--- src/rtl/iter_shifter.sv ---
// iter_shifter: multi-cycle shifter that moves the operand one bit per clock.
// An operand, op code and amount are accepted over a valid/ready handshake,
// the result is returned over a second valid/ready handshake.
// Optional feature macro: ROTATE_EN compiles in ROL/ROR. Without it, those
// op codes take the zero-cycle pass path.
//
// state | meaning
// IDLE  | ready for a request, in_ready=1
// SHIFT | one-bit step per clock until the down-counter reaches zero
// DONE  | result held on sout, out_valid=1, waits for out_ready
module iter_shifter #(
   parameter int WIDTH = 16,
   localparam int AMT_W = $clog2(WIDTH)
) (
   input  logic             clk,
   input  logic             reset_n,
   input  logic             in_valid,
   output logic             in_ready,
   input  logic [WIDTH-1:0] in,
   input  logic [2:0]       shift,
   input  logic [AMT_W-1:0] amt,
   output logic             out_valid,
   input  logic             out_ready,
   output logic [WIDTH-1:0] sout
);

   localparam logic [1:0] S_IDLE  = 2'd0;
   localparam logic [1:0] S_SHIFT = 2'd1;
   localparam logic [1:0] S_DONE  = 2'd2;

   localparam logic [2:0] OP_LSL = 3'b001;
   localparam logic [2:0] OP_LSR = 3'b010;
   localparam logic [2:0] OP_ASR = 3'b011;
   localparam logic [2:0] OP_ROL = 3'b100;
   localparam logic [2:0] OP_ROR = 3'b101;

   logic [1:0]       state;
   logic [2:0]       op;
   logic [AMT_W-1:0] cnt;
   logic [WIDTH-1:0] work;
   logic [WIDTH-1:0] step;
   logic             op_moves;

   // Does the incoming op code move bits at all (pass/reserved do not)
   always_comb begin
      op_moves = 1'b0;
      case (shift)
         OP_LSL, OP_LSR, OP_ASR: op_moves = 1'b1;
`ifdef ROTATE_EN
         OP_ROL, OP_ROR:         op_moves = 1'b1;
`endif
         default:                op_moves = 1'b0;
      endcase
   end

   // One-bit step of the work register for the latched op
   always_comb begin
      step = work;
      case (op)
         OP_LSL: step = {work[WIDTH-2:0], 1'b0};
         OP_LSR: step = {1'b0, work[WIDTH-1:1]};
         OP_ASR: step = {work[WIDTH-1], work[WIDTH-1:1]};
`ifdef ROTATE_EN
         OP_ROL: step = {work[WIDTH-2:0], work[WIDTH-1]};
         OP_ROR: step = {work[0], work[WIDTH-1:1]};
`endif
         default: step = work;
      endcase
   end

   // Sequencer: accept, step down the counter, hold result until consumed
   always_ff @(posedge clk or negedge reset_n) begin
      if (!reset_n) begin
         state <= S_IDLE;
         op    <= 3'b000;
         cnt   <= '0;
         work  <= '0;
      end else begin
         case (state)
            S_IDLE: begin
               if (in_valid) begin
                  work  <= in;
                  op    <= shift;
                  cnt   <= amt;
                  state <= (op_moves && (amt != '0)) ? S_SHIFT : S_DONE;
               end
            end
            S_SHIFT: begin
               work <= step;
               cnt  <= cnt - AMT_W'(1);
               if (cnt == AMT_W'(1)) begin
                  state <= S_DONE;
               end
            end
            S_DONE: begin
               // a pending request is deliberately not looked at here
               if (out_ready) begin
                  state <= S_IDLE;
               end
            end
            default: state <= S_IDLE;
         endcase
      end
   end

   assign in_ready  = (state == S_IDLE);
   assign out_valid = (state == S_DONE);
   assign sout      = work;

endmodule
--- config.mk ---
export PLATFORM = sky130hd
export DESIGN_NAME = iter_shifter
export DESIGN_NICKNAME = d
export VERILOG_FILES = /design/src/rtl/iter_shifter.sv
export SDC_FILE = /design/constraint.sdc
export NUM_CORES = 1
export LEC_CHECK = 0
export CAP_MARGIN = 15
export CORE_AREA = 5 5 65 67
export DETAILED_ROUTE_END_ITERATION = 16
export DIE_AREA = 0 0 70 72
export PLACE_DENSITY = 0.84
export SYNTH_ARGS = -nofsm -noshare
export SYNTH_HDL_FRONTEND = slang
export SYNTH_SLANG_ARGS = --single-unit
export TNS_END_PERCENT = 20
--- constraint.sdc ---
create_clock -name clk -period 1.55 [get_ports clk]
set_input_delay 0.3875 -clock clk [delete_from_list [all_inputs] [get_ports clk]]
set_output_delay 0.3875 -clock clk [all_outputs]
set_load 0.005 [all_outputs]
Yosys cells after proc, flatten, opt, wreduce, memory -nomap -nowiden

Cells that the tools add are included.

Logic and storage cells: 42
Register bits: 25

Equality and inequality tests: 15
Reduce and logical (&&, ||, !) cells: 10
Multiplexer cells: 11
Add/subtract/negate cells: 1

Operator list:

| kind                                             | count |
|---|---|
| one-hot mux 16 bit (3 select lines)              | 1 |
| one-hot mux 16 bit (2 select lines)              | 1 |
| 2-to-1 mux 16 bit                                | 1 |
| == test 3 x 2 -> 1 bit, second input constant    | 4 |
| 2-to-1 mux 2 bit                                 | 4 |
| one-hot mux 4 bit (2 select lines)               | 1 |
| == test 3 x 1 -> 1 bit, second input constant    | 2 |
| != test 2 bit, second input constant             | 3 |
| one-hot mux 2 bit (3 select lines)               | 1 |
| AND reduction 3 bit                              | 2 |
| == test 4 x 1 -> 1 bit, second input constant    | 1 |
| 2-to-1 mux 4 bit                                 | 1 |
| != test 4 x 1 -> 1 bit, second input constant    | 1 |
| AND reduction 2 bit                              | 2 |
| AND reduction 4 bit                              | 1 |
| nonzero test 4 bit                               | 1 |
| subtractor 4 x 1 -> 4 bit, second input constant | 1 |
| != test 3 x 1 -> 1 bit, second input constant    | 1 |
| OR reduction 3 bit                               | 1 |
| == test 2 x 1 -> 1 bit, second input constant    | 1 |
| == test 2 bit, second input constant             | 1 |
| zero test 2 bit                                  | 1 |
| != test 2 x 1 -> 1 bit, second input constant    | 1 |
| nonzero test 2 bit                               | 1 |
| other kinds (2)                                  | 2 |

Longest topological paths before layout

Gate-level depths: netlist of run 1.

Depth after elaboration: 7
Depth in mapped cells: 7
Depth with buffers taken out: 6

Worst setup path after synthesis of run 1

OpenSTA, ideal clock, no wires.

Path kind: register to register
Start point: register state[0]
End point: register work[0] (netlist: sout[0])
Cell stages (with the launch flop): 6
Data arrival time: 1.330 ns
Buffers on the path: 2
Data required time: 1.425 ns
Setup time: 0.125 ns
Path slack: 0.095 ns
Cells stage by stage: dfrtp_1 buf_4 o22ai_4 and2_1 buf_6 mux2_4

Word-level cells in the longest chain between the ends: 3
Elaborated cells between the ends (all ways): 7
Classes of those cells: 3 x eq/ne; 1 x mux; 3 x reduce/logical

Ends and longest elaborated chain:

| what                                                            | RTL line | RTL |
|---|---|---|
| from (decl)                                                     | 37       | `logic [1:0] state;` |
| from (signal assigned)                                          | 85       | `state <= (op_moves && (amt != '0)) ? S_SHIFT : S_DONE;` |
| == test 2 x 1 -> 1 bit or zero test 2 bit (tied branches)       | 79       | `case (state)` |
| != test 4 x 1 -> 1 bit (no source line) (tied with other cells) | n/a      |  |
| AND reduction 3 bit (no source line)                            | n/a      |  |
| to (signal assigned)                                            | 82       | `work <= in;` |
| to (signal assigned)                                            | 89       | `work <= step;` |
| to (decl)                                                       | 40       | `logic [WIDTH-1:0] work;` |

Several ways; a longest one is shown, not always the timed one.
A chain may end at the register's enable or synchronous reset.

Worst setup path after layout of run 1

Start point: register state[0]
End point: register work[6] (netlist: sout[6])

The elaborated chain is that of the path after synthesis.

==> results of run 1 <==
sequential cells by signal, indices dropped and copies added (netlist names):
name and cells:
op 3, state 2, cnt 4, sout 16
per-layer routing:
metal | track usage, % | vias to the layer above | wire [um]
met5 | 0 | - | 0
met4 | 9.36 | 0 | 163
met3 | 1.66 | 13 | 210
met2 | 23.5 | 62 | 1910
met1 | 21.2 | 676 | 1640
li1 | - | 638 | -
power breakdown:
| part | switching (mW) | leakage, nW | internal (mW) |
|---|---|---|---|
| registers | 0.331 | 0.282 | 0.976 |
| clock network | 0.211 | 0.0139 | 0.0990 |
| logic | 0.947 | 0.552 | 1.07 |
| total | 1.49 | 0.848 | 2.14 |
placed cells by master (no fill, tap or decap), types with 2 or more instances in the layout:
cell type,Yosys,final
clkdlybuf4s50_1,0,26
nand2b_1,2,2
clkbuf_4,0,3
a222oi_1,14,14
dfrtp_1,25,25
mux2_1,3,3
ha_1,2,2
nor2_1,9,7
buf_6,3,2
a22o_1,2,2
o21ai_1,2,2
nor2_2,0,2
buf_4,3,15
a211oi_1,2,2
dlygate4sd2_1,0,16
buf_12,0,3
o22a_1,4,4
nor3_1,3,3
inv_1,5,4
a21oi_1,32,32
cell families after synthesis:
logic type                 count (synthesis)  synth area share (%)
buffers and inverters                     16                  7.56
adders and majority gates                  2                  1.78
muxes                                      5                  4.27
DFF                                       25                  44.5
xor gates and xnor gates                   1                 0.623
and+or+nand+nor                           26                  11.3
AOI/OAI and AO/OA                         60                  30.0
timing repair:
item | in CTS | in global routing
hold endpoints to repair | 0 | 0
pin swaps | 2 | 9
resized for setup | 26 | 2
endpoints found under the setup margin | 19 | 19
setup buffers | 2 | 6
critical path, cell delays in order (launching register included):
cell and delay [ns]:
dfrtp_1 0.44, buf_6 0.16, nand2b_4 0.13, nor2_4 0.06, buf_12 0.14, a222oi_1 0.36
a21oi_1 0.11
worst max-delay path by stage:
stage / end / slack, ns / cells after the start
finish: sout[6] / 0.02 / 6
global route: sout[6] / -0.04 / 6
CTS: in_ready / 0.008 / 2
detailed placement: sout[15] / -0.25 / 5
global placement: sout[15] / -0.24 / 5
floorplan: sout[0] / 0.1 / 5
cell type report:
type                    instances  area [um^2]
well taps                      48         60.1
inverters                       5         18.8
clock buffers                   3         22.5
multi-input cells              94          679
clock inverters                 1         7.51
repair buffers                 64          606
flip-flops and latches         25          626
fillers                       311         1560
==> run_results.csv, run 1 <==
group,metric,value,unit
global_route,grt_max_degree,26,
drt,initialDrtViolationCount,207,
cells_and_area,syn2layout_area_growth,43.6,%
outcome,status,"finished, final reports clean",
synthesis,async_reset_ff_share,100,%
run,max-cap-violations,0,
placement,place_inst,229,
global_route,antenna_found_initial,0,
cells_and_area,final_cell_count_no_fill,240,
clock_tree,cts_buffers,3,
synthesis,synthTopCellsByArea,"dfrtp_1 44%, a21oi_1 11%, a222oi_1 10%, o22a_1 2.5%, nor2_1 2.4%",
placement,place_area,0.00192,mm^2
global_route,grt_pass1_vias,1266,
floorplanning,die_area,0.00504,mm^2
floorplanning,initial_utilization,39.3,%
timing,relSlewSlack,78.5,%
worst_setup_path,critPathCaptureType,"flop",
cells_and_area,drive_gt1_share,18.8,%
cells_and_area,final_core_utilization,56.4,%
synthesis,synth_area_per_cell,10.4,um^2
drt,wl_per_cell,16.4,um
power_and_ir_drop,ir_drop,709,uV
timing,hold_violations,0,
drt,ant_nets,0,
timing,timing.final.crit_share,98.5,%
worst_setup_path,worstPathArrival,1.75,ns
timing,setup_viol,0,
cells_and_area,final_nets,222,
timing,drv_slew,0,
clock_tree,cts_tree,"yes",
global_route,grt_pass1_wl,6340,um
placement,gp_congestion,0.855,
synthesis,yosysWarnings,0,
drt,drc,0,
worst_setup_path,crit_type,"reg -> reg",
worst_setup_path,startpoint,"state[0]",
synthesis,yosysSeqAreaShare,44.5,%
timing,final.setup.tns,0,ns
power_and_ir_drop,powerDensity,1800,mW/mm^2
floorplanning,dieHeight,72,um
synthesis,synth_top_area_share,44.5,%
clock_tree,htreeDepth,1,
drt,drt_wl_total,3930,um
worst_setup_path,worst_r2r_endpoint,"sout[6]",
timing,hold_ws,0.390,ns
synthesis,synth_common_cells,"32 x a21oi_1, 25 x dfrtp_1, 14 x a222oi_1",
timing,timing.final.ws_setup,0.0234,ns
floorplanning,io-pin-count,45,
synthesis,ys_seq_elements,25,
synthesis,netlist_area,0.00141,mm^2
worst_setup_path,worst-path-max-fanout,15,
global_route,grt-ovfl-total,0,
floorplanning,num_rows,22,
hold_path,worstHoldPathType,"in -> async",
drt,first_pass_iters,9,
cells_and_area,fin_area,0.00202,mm^2
clock_tree,cts_buffer_depth,2,
floorplanning,core-area,0.00358,mm^2
synthesis,synth_edf_count,0,
clock_tree,cts_root_buf,"clkbuf_4",
floorplanning,die_x,70,um
global_route,grt_use_total,15.4,%
clock_tree,clock_latency,0.33,ns
placement,numPortBuffers,44,
clock_tree,ctsHoldBuffers,0,
timing,skew,0.0134,ns
synthesis,synth.distinct_cells,37,
power_and_ir_drop,total_power,3.63,mW
placement,dp_hpwl,2760,um
synthesis,synthCells,135,
drt,via_count,1389,
power_and_ir_drop,p_leak,0.848,nW
synthesis,yosysTopAreaCell,"dfrtp_1",
drt,viasPerCell,5.79,
clock_tree,cts.reportedPaths.clkPinSlew,0.15,ns
clock_tree,cts.sinks,25,
worst_setup_path,reg2reg_slack,0.02,ns
timing,tightestPinTransition,0.323,ns
timing,fmax,0.655,GHz
cells_and_area,antenna_cells,0,
worst_setup_path,ff2ff_path_depth,6,
worst_setup_path,start_kind,"flop",
synthesis,dominantRegCellSynth,"dfrtp_1",
worst_setup_path,cp.required,1.78,ns
synthesis,syn-num-nets,164,
placement,place_ws,-0.247,ns
worst_setup_path,regToRegStartpoint,"state[0]",
timing,rsz0062_at_grt,"yes",
timing,period_needed,1.53,ns
synthesis,synth.most_common_cell,"a21oi_1",
Power figures use the tool's default switching activity.
==> run 2: changes to the inputs <==
--- a/config.mk
+++ b/config.mk
@@ -9,7 +9,7 @@
 export CORE_AREA = 5 5 65 67
 export DETAILED_ROUTE_END_ITERATION = 16
 export DIE_AREA = 0 0 70 72
-export PLACE_DENSITY = 0.84
+export PLACE_DENSITY = 0.7
 export SYNTH_ARGS = -nofsm -noshare
 export SYNTH_HDL_FRONTEND = slang
 export SYNTH_SLANG_ARGS = --single-unit
==> run 2 against run 1 <==
The run now ends with negative setup slack left. Clock power barely moved. Sequential power barely moved. Hold slack improved by 0.031 ns. Register-to-register slack got worse by 0.09 ns. Combinational power rose by 8%. Critical endpoint is now sout[15]. Largest cell class unchanged. Highest routed layer unchanged.
==> run_results.csv, run 2 (synthesized netlist as in run 1, its figures left out) <==
group,metric,value,unit
timing,timing.final.ws_setup,-0.0652,ns
cells_and_area,final_nets,228,
timing,fmax,0.619,GHz
timing,hold_violations,0,
cells_and_area,largest_register_ffs,16,
drt,drt_wl_total,4280,um
global_route,grt_pass1_wl,6730,um
clock_tree,cts.sinks,25,
placement,dp_hpwl,2880,um
power_and_ir_drop,total_power,3.82,mW
drt,wl_per_cell,17.4,um
timing,rsz0062_at_grt,"yes",
clock_tree,cts.reportedPaths.clkPinSlew,0.16,ns
cells_and_area,mostFrequentLayoutCell,"a21oi_1",
worst_setup_path,regToRegStartpoint,"state[1]",
global_route,grt_pass1_vias,1346,
floorplanning,die_x,70,um
timing,period_needed,1.62,ns
clock_tree,cts_buffer_depth,2,
cells_and_area,antenna_cells,0,
placement,place_area,0.00193,mm^2
worst_setup_path,crit_buf_inv,3,
worst_setup_path,startpoint,"state[1]",
global_route,grt_max_degree,26,
timing,skew,0.0139,ns
drt,drc,0,
worst_setup_path,cp.required,1.77,ns
worst_setup_path,worstPathArrival,1.84,ns
clock_tree,cts_root_buf,"clkbuf_4",
drt,initialDrtViolationCount,212,
clock_tree,cts_tree,"yes",
worst_setup_path,crit_chain,"buf_6 -> buf_6 -> nand2b_4 -> buf_4 -> a22o_1 -> mux2_2",
power_and_ir_drop,powerDensity,1820,mW/mm^2
floorplanning,die_area,0.00504,mm^2
placement,place_ws,-0.224,ns
global_route,grt_use_total,16.4,%
run,max-cap-violations,0,
power_and_ir_drop,p_leak,0.881,nW
global_route,grt-ovfl-total,0,
cells_and_area,fin_area,0.00209,mm^2
clock_tree,htreeDepth,1,
outcome,status,"finished with violations",
timing,timing.final.crit_share,104,%
outcome,violations,"negative setup slack",
hold_path,worstHoldPathType,"in -> async",
cells_and_area,drive_gt1_share,24.7,%
timing,tightestPinTransition,0.381,ns
worst_setup_path,worst-path-max-fanout,8,
cells_and_area,syn2layout_area_growth,48.8,%
worst_setup_path,start_kind,"flop",
floorplanning,core-area,0.00358,mm^2
timing,setup_viol,18,
worst_setup_path,slowest_delay,0.44,ns
placement,gp_congestion,0.787,
worst_setup_path,critPathSlowestCell,"dfrtp_1",
drt,ant_nets,0,
timing,drv_slew,0,
timing,relSlewSlack,74.4,%
power_and_ir_drop,ir_drop,744,uV
global_route,antenna_found_initial,0,
drt,viasPerCell,5.90,
floorplanning,initial_utilization,39.3,%
timing,hold_ws,0.421,ns
worst_setup_path,cpLargestDelayFamily,"flip-flops",
drt,first_pass_iters,8,
worst_setup_path,cpMostUsedCell,"buf_6",
clock_tree,cts_buffers,3,
clock_tree,clock_latency,0.33,ns
floorplanning,dieHeight,72,um
clock_tree,ctsHoldBuffers,0,
floorplanning,num_rows,22,
worst_setup_path,critPathCaptureType,"flop",
floorplanning,io-pin-count,45,
cells_and_area,final_cell_mix,"31 x a21oi_1, 26 x clkdlybuf4s50_1, 25 x dfrtp_1",
worst_setup_path,crit_type,"reg -> reg",
drt,via_count,1452,
placement,numPortBuffers,44,
[run 2: per-stage QoR]
step / cells / setup TNS, ns / util [%]
after floorplan: 135 / 0 / -
after CTS: 241 / -0.273 / 56.1
final: 246 / -0.517 / 58.5
after detailed placement: 231 / -4.49 / 54.0
after global placement: 231 / -3.73 / 54.0
after global routing: 246 / -1.75 / 58.5
[run 2: cell type report]
type                            instances  area, um^2
Inverter                                5        18.8
Fill cell                             313        1490
Clock buffer                            3        22.5
Tap cell                               48        60.1
Sequential cell                        25         626
Multi-Input combinational cell         95         737
Clock inverter                          1        7.51
Timing Repair Buffer                   69         621
[run 2: per-layer routing]
layer	vias up	global-route usage, %	share of wire (%)
met5	-	0	0
met4	0	5.11	0.68
met3	2	1.52	5.8
met2	57	27.6	53
met1	738	22.5	40
li1	655	-	-
[run 2: what timing repair did]
action / CTS / global route
cloned: 0 / 1
pin swaps: 21 / 5
setup buffers: 6 / 5
gates resized for setup: 34 / 11
setup endpoints to repair: 18 / 25
[run 2: worst register-to-register path, cell delays in order (launching register included)]
cell and delay [ns]:
dfrtp_1 0.44, buf_6 0.14, buf_6 0.11, nand2b_4 0.19, buf_4 0.18, a22o_1 0.22
mux2_2 0.25
[run 2: worst paths after layout]
check | slack (ns) | end | depth (start not counted)
worst min-delay path | 0.42 | sout[11] | 2
min in group clk | 0.54 | op[2] | 1
max in group asynchronous | 0.87 | op[2] | 2
worst max-delay path | -0.07 | sout[15] | 6
worst min register to register | 0.54 | op[2] | 1
worst max register to register | -0.07 | sout[15] | 6
[run 2: power by group]
| group | total (mW) | internal [mW] | switching (mW) |
|---|---|---|---|
| combinational | 2.19 | 1.14 | 1.04 |
| clock | 0.313 | 0.0987 | 0.214 |
| sequential | 1.32 | 0.976 | 0.341 |
==> run 3: changes to the inputs <==
--- a/config.mk
+++ b/config.mk
@@ -6,9 +6,9 @@
 export NUM_CORES = 1
 export LEC_CHECK = 0
 export CAP_MARGIN = 15
-export CORE_AREA = 5 5 65 67
+export CORE_AREA = 5 5 82 54
 export DETAILED_ROUTE_END_ITERATION = 16
-export DIE_AREA = 0 0 70 72
+export DIE_AREA = 0 0 87 59
 export PLACE_DENSITY = 0.7
 export SYNTH_ARGS = -nofsm -noshare
 export SYNTH_HDL_FRONTEND = slang
==> run 3 against run 2 <==
The run now ends clean. Critical path depth increased by 1. Clock skew decreased by 0.0090 ns. Global-route usage increased by 1.1 points. Critical endpoint is now sout[10].
==> run_results.csv, run 3 (synthesized netlist as in run 1, its figures left out) <==
group,metric,value,unit
outcome,status,"finished, final reports clean",
clock_tree,cts_tree,"yes",
drt,ant_nets,0,
worst_setup_path,cpLargestDelayFamily,"compound AO/OA/AOI/OAI gates",
worst_setup_path,crit_buf_inv,3,
cells_and_area,nFillCells,297,
timing,timing.final.crit_share,99.0,%
cells_and_area,antenna_cells,0,
worst_setup_path,crit_type,"reg -> reg",
floorplanning,initial_utilization,39.6,%
worst_setup_path,cpMostUsedCell,"buf_6",
placement,dp_hpwl,3170,um
worst_setup_path,worst-path-max-fanout,9,
cells_and_area,mostFrequentLayoutCell,"a21oi_1",
global_route,grt-ovfl-total,0,
placement,place_inst,231,
drt,drt_wl_total,4450,um
clock_tree,ctsHoldBuffers,0,
clock_tree,cts.sinks,25,
global_route,antenna_found_initial,0,
power_and_ir_drop,total_power,3.91,mW
floorplanning,die_area,0.00513,mm^2
placement,numPortBuffers,44,
cells_and_area,regArea,626,um^2
clock_tree,cts_buffers,3,
hold_path,worstHoldPathType,"in -> async",
timing,setup_viol,0,
cells_and_area,final_cell_count_no_fill,246,
cells_and_area,syn2layout_area_growth,48.7,%
clock_tree,clock_latency,0.27,ns
worst_setup_path,slowest_delay,0.37,ns
power_and_ir_drop,powerDensity,1870,mW/mm^2
cells_and_area,drive_gt1_share,21.1,%
timing,drv_slew,0,
drt,initialDrtViolationCount,205,
timing,period_needed,1.53,ns
timing,relSlewSlack,75.5,%
worst_setup_path,critPathSlowestCell,"dfrtp_1",
power_and_ir_drop,p_leak,0.903,nW
worst_setup_path,start_kind,"flop",
cells_and_area,largest_register_ffs,16,
timing,hold_violations,0,
cells_and_area,final_cell_mix,"32 x a21oi_1, 26 x clkdlybuf4s50_1, 25 x dfrtp_1",
worst_setup_path,crit_chain,"buf_6 -> buf_6 -> nand2b_4 -> nor2_4 -> buf_4 -> a222oi_1 -> a21oi_1",
worst_setup_path,worstPathArrival,1.68,ns
drt,drc,0,
timing,rsz0062_at_grt,"yes",
floorplanning,die_x,87,um
drt,viasPerCell,5.79,
floorplanning,dieHeight,59,um
worst_setup_path,critPathCaptureType,"flop",
run,max-cap-violations,0,
drt,first_pass_iters,8,
timing,fmax,0.652,GHz
drt,via_count,1425,
floorplanning,io-pin-count,45,
global_route,grt_max_degree,26,
drt,wl_per_cell,18.1,um
timing,skew,0.00486,ns
placement,gp_congestion,0.802,
clock_tree,cts.reportedPaths.clkPinSlew,0.08,ns
clock_tree,cts_root_buf,"clkbuf_8",
floorplanning,core-area,0.00355,mm^2
global_route,grt_use_total,17.5,%
floorplanning,num_rows,17,
power_and_ir_drop,ir_drop,994,uV
worst_setup_path,cp.required,1.70,ns
timing,tightestPinTransition,0.364,ns
cells_and_area,multiInputGateArea,694,um^2
global_route,grt_pass1_wl,6960,um
clock_tree,cts_buffer_depth,2,
clock_tree,htreeDepth,1,
cells_and_area,final_nets,229,
global_route,grt_pass1_vias,1354,
-- run 3: changes by cell type in the layout (fill, tap and decap cells not counted), sizes merged --
cell,delta
clkbuf,+2
dlygate4sd2,-1
dlymetal6s2s,+1
buf,+1
clkinvlp,-1
nor2,-1
-- run 3: per-layer routing --
metal | track usage (%) | wire length (um) | vias up
met1 | 24.3 | 1930 | 690
met5 | 0 | 0 | -
met2 | 29.0 | 2110 | 75
li1 | - | - | 656
met3 | 3.06 | 370 | 4
met4 | 3.33 | 35 | 0
-- run 3: final timing paths --
check                         start       end  slack, ns  cells past startpoint
min reg2reg                   op[2]     op[2]       0.52                      1
max                        state[1]  sout[10]       0.02                      7
min                         reset_n    cnt[3]       0.47                      2
max reg2reg                state[1]  sout[10]       0.02                      7
min in group clk              op[2]     op[2]       0.52                      1
max in group asynchronous   reset_n  state[1]       0.83                      2
-- run 3: stage by stage --
step | setup WS (ns) | TNS, ns | area [um^2] | utilization [%] | hold slack, ns
after floorplan | 0.0951 | 0 | 1410 | - | 0.0919
after global placement | -0.190 | -3.23 | 1940 | 54.6 | 0.487
after detailed placement | -0.246 | -3.57 | 1940 | 54.6 | 0.502
after CTS | -0.0182 | -0.0346 | 2010 | 56.6 | 0.483
after global routing | -0.0858 | -0.536 | 2090 | 58.9 | 0.497
final | 0.0153 | 0 | 2090 | 58.9 | 0.467
-- run 3: report_power, final --
group          switching, mW  leakage (nW)  total [mW]  internal, mW
Sequential             0.360         0.282        1.34         0.979
Clock                  0.200        0.0228       0.384         0.184
Combinational           1.02         0.598        2.19          1.17
-- run 3: timing repair --
| action | in CTS | in global routing |
|---|---|---|
| setup buffers | 4 | 8 |
| pin swaps | 12 | 21 |
| setup endpoints to repair | 18 | 21 |
| gates resized for setup | 26 | 8 |
-- run 3: final cells by class --
cell class	count	share of cell area, %
multi-input combinational	94	33.2
sequential	25	29.9
inverter	5	0.898
timing repair buffer	71	31.0
clock buffer	4	2.15
tap	47	2.81
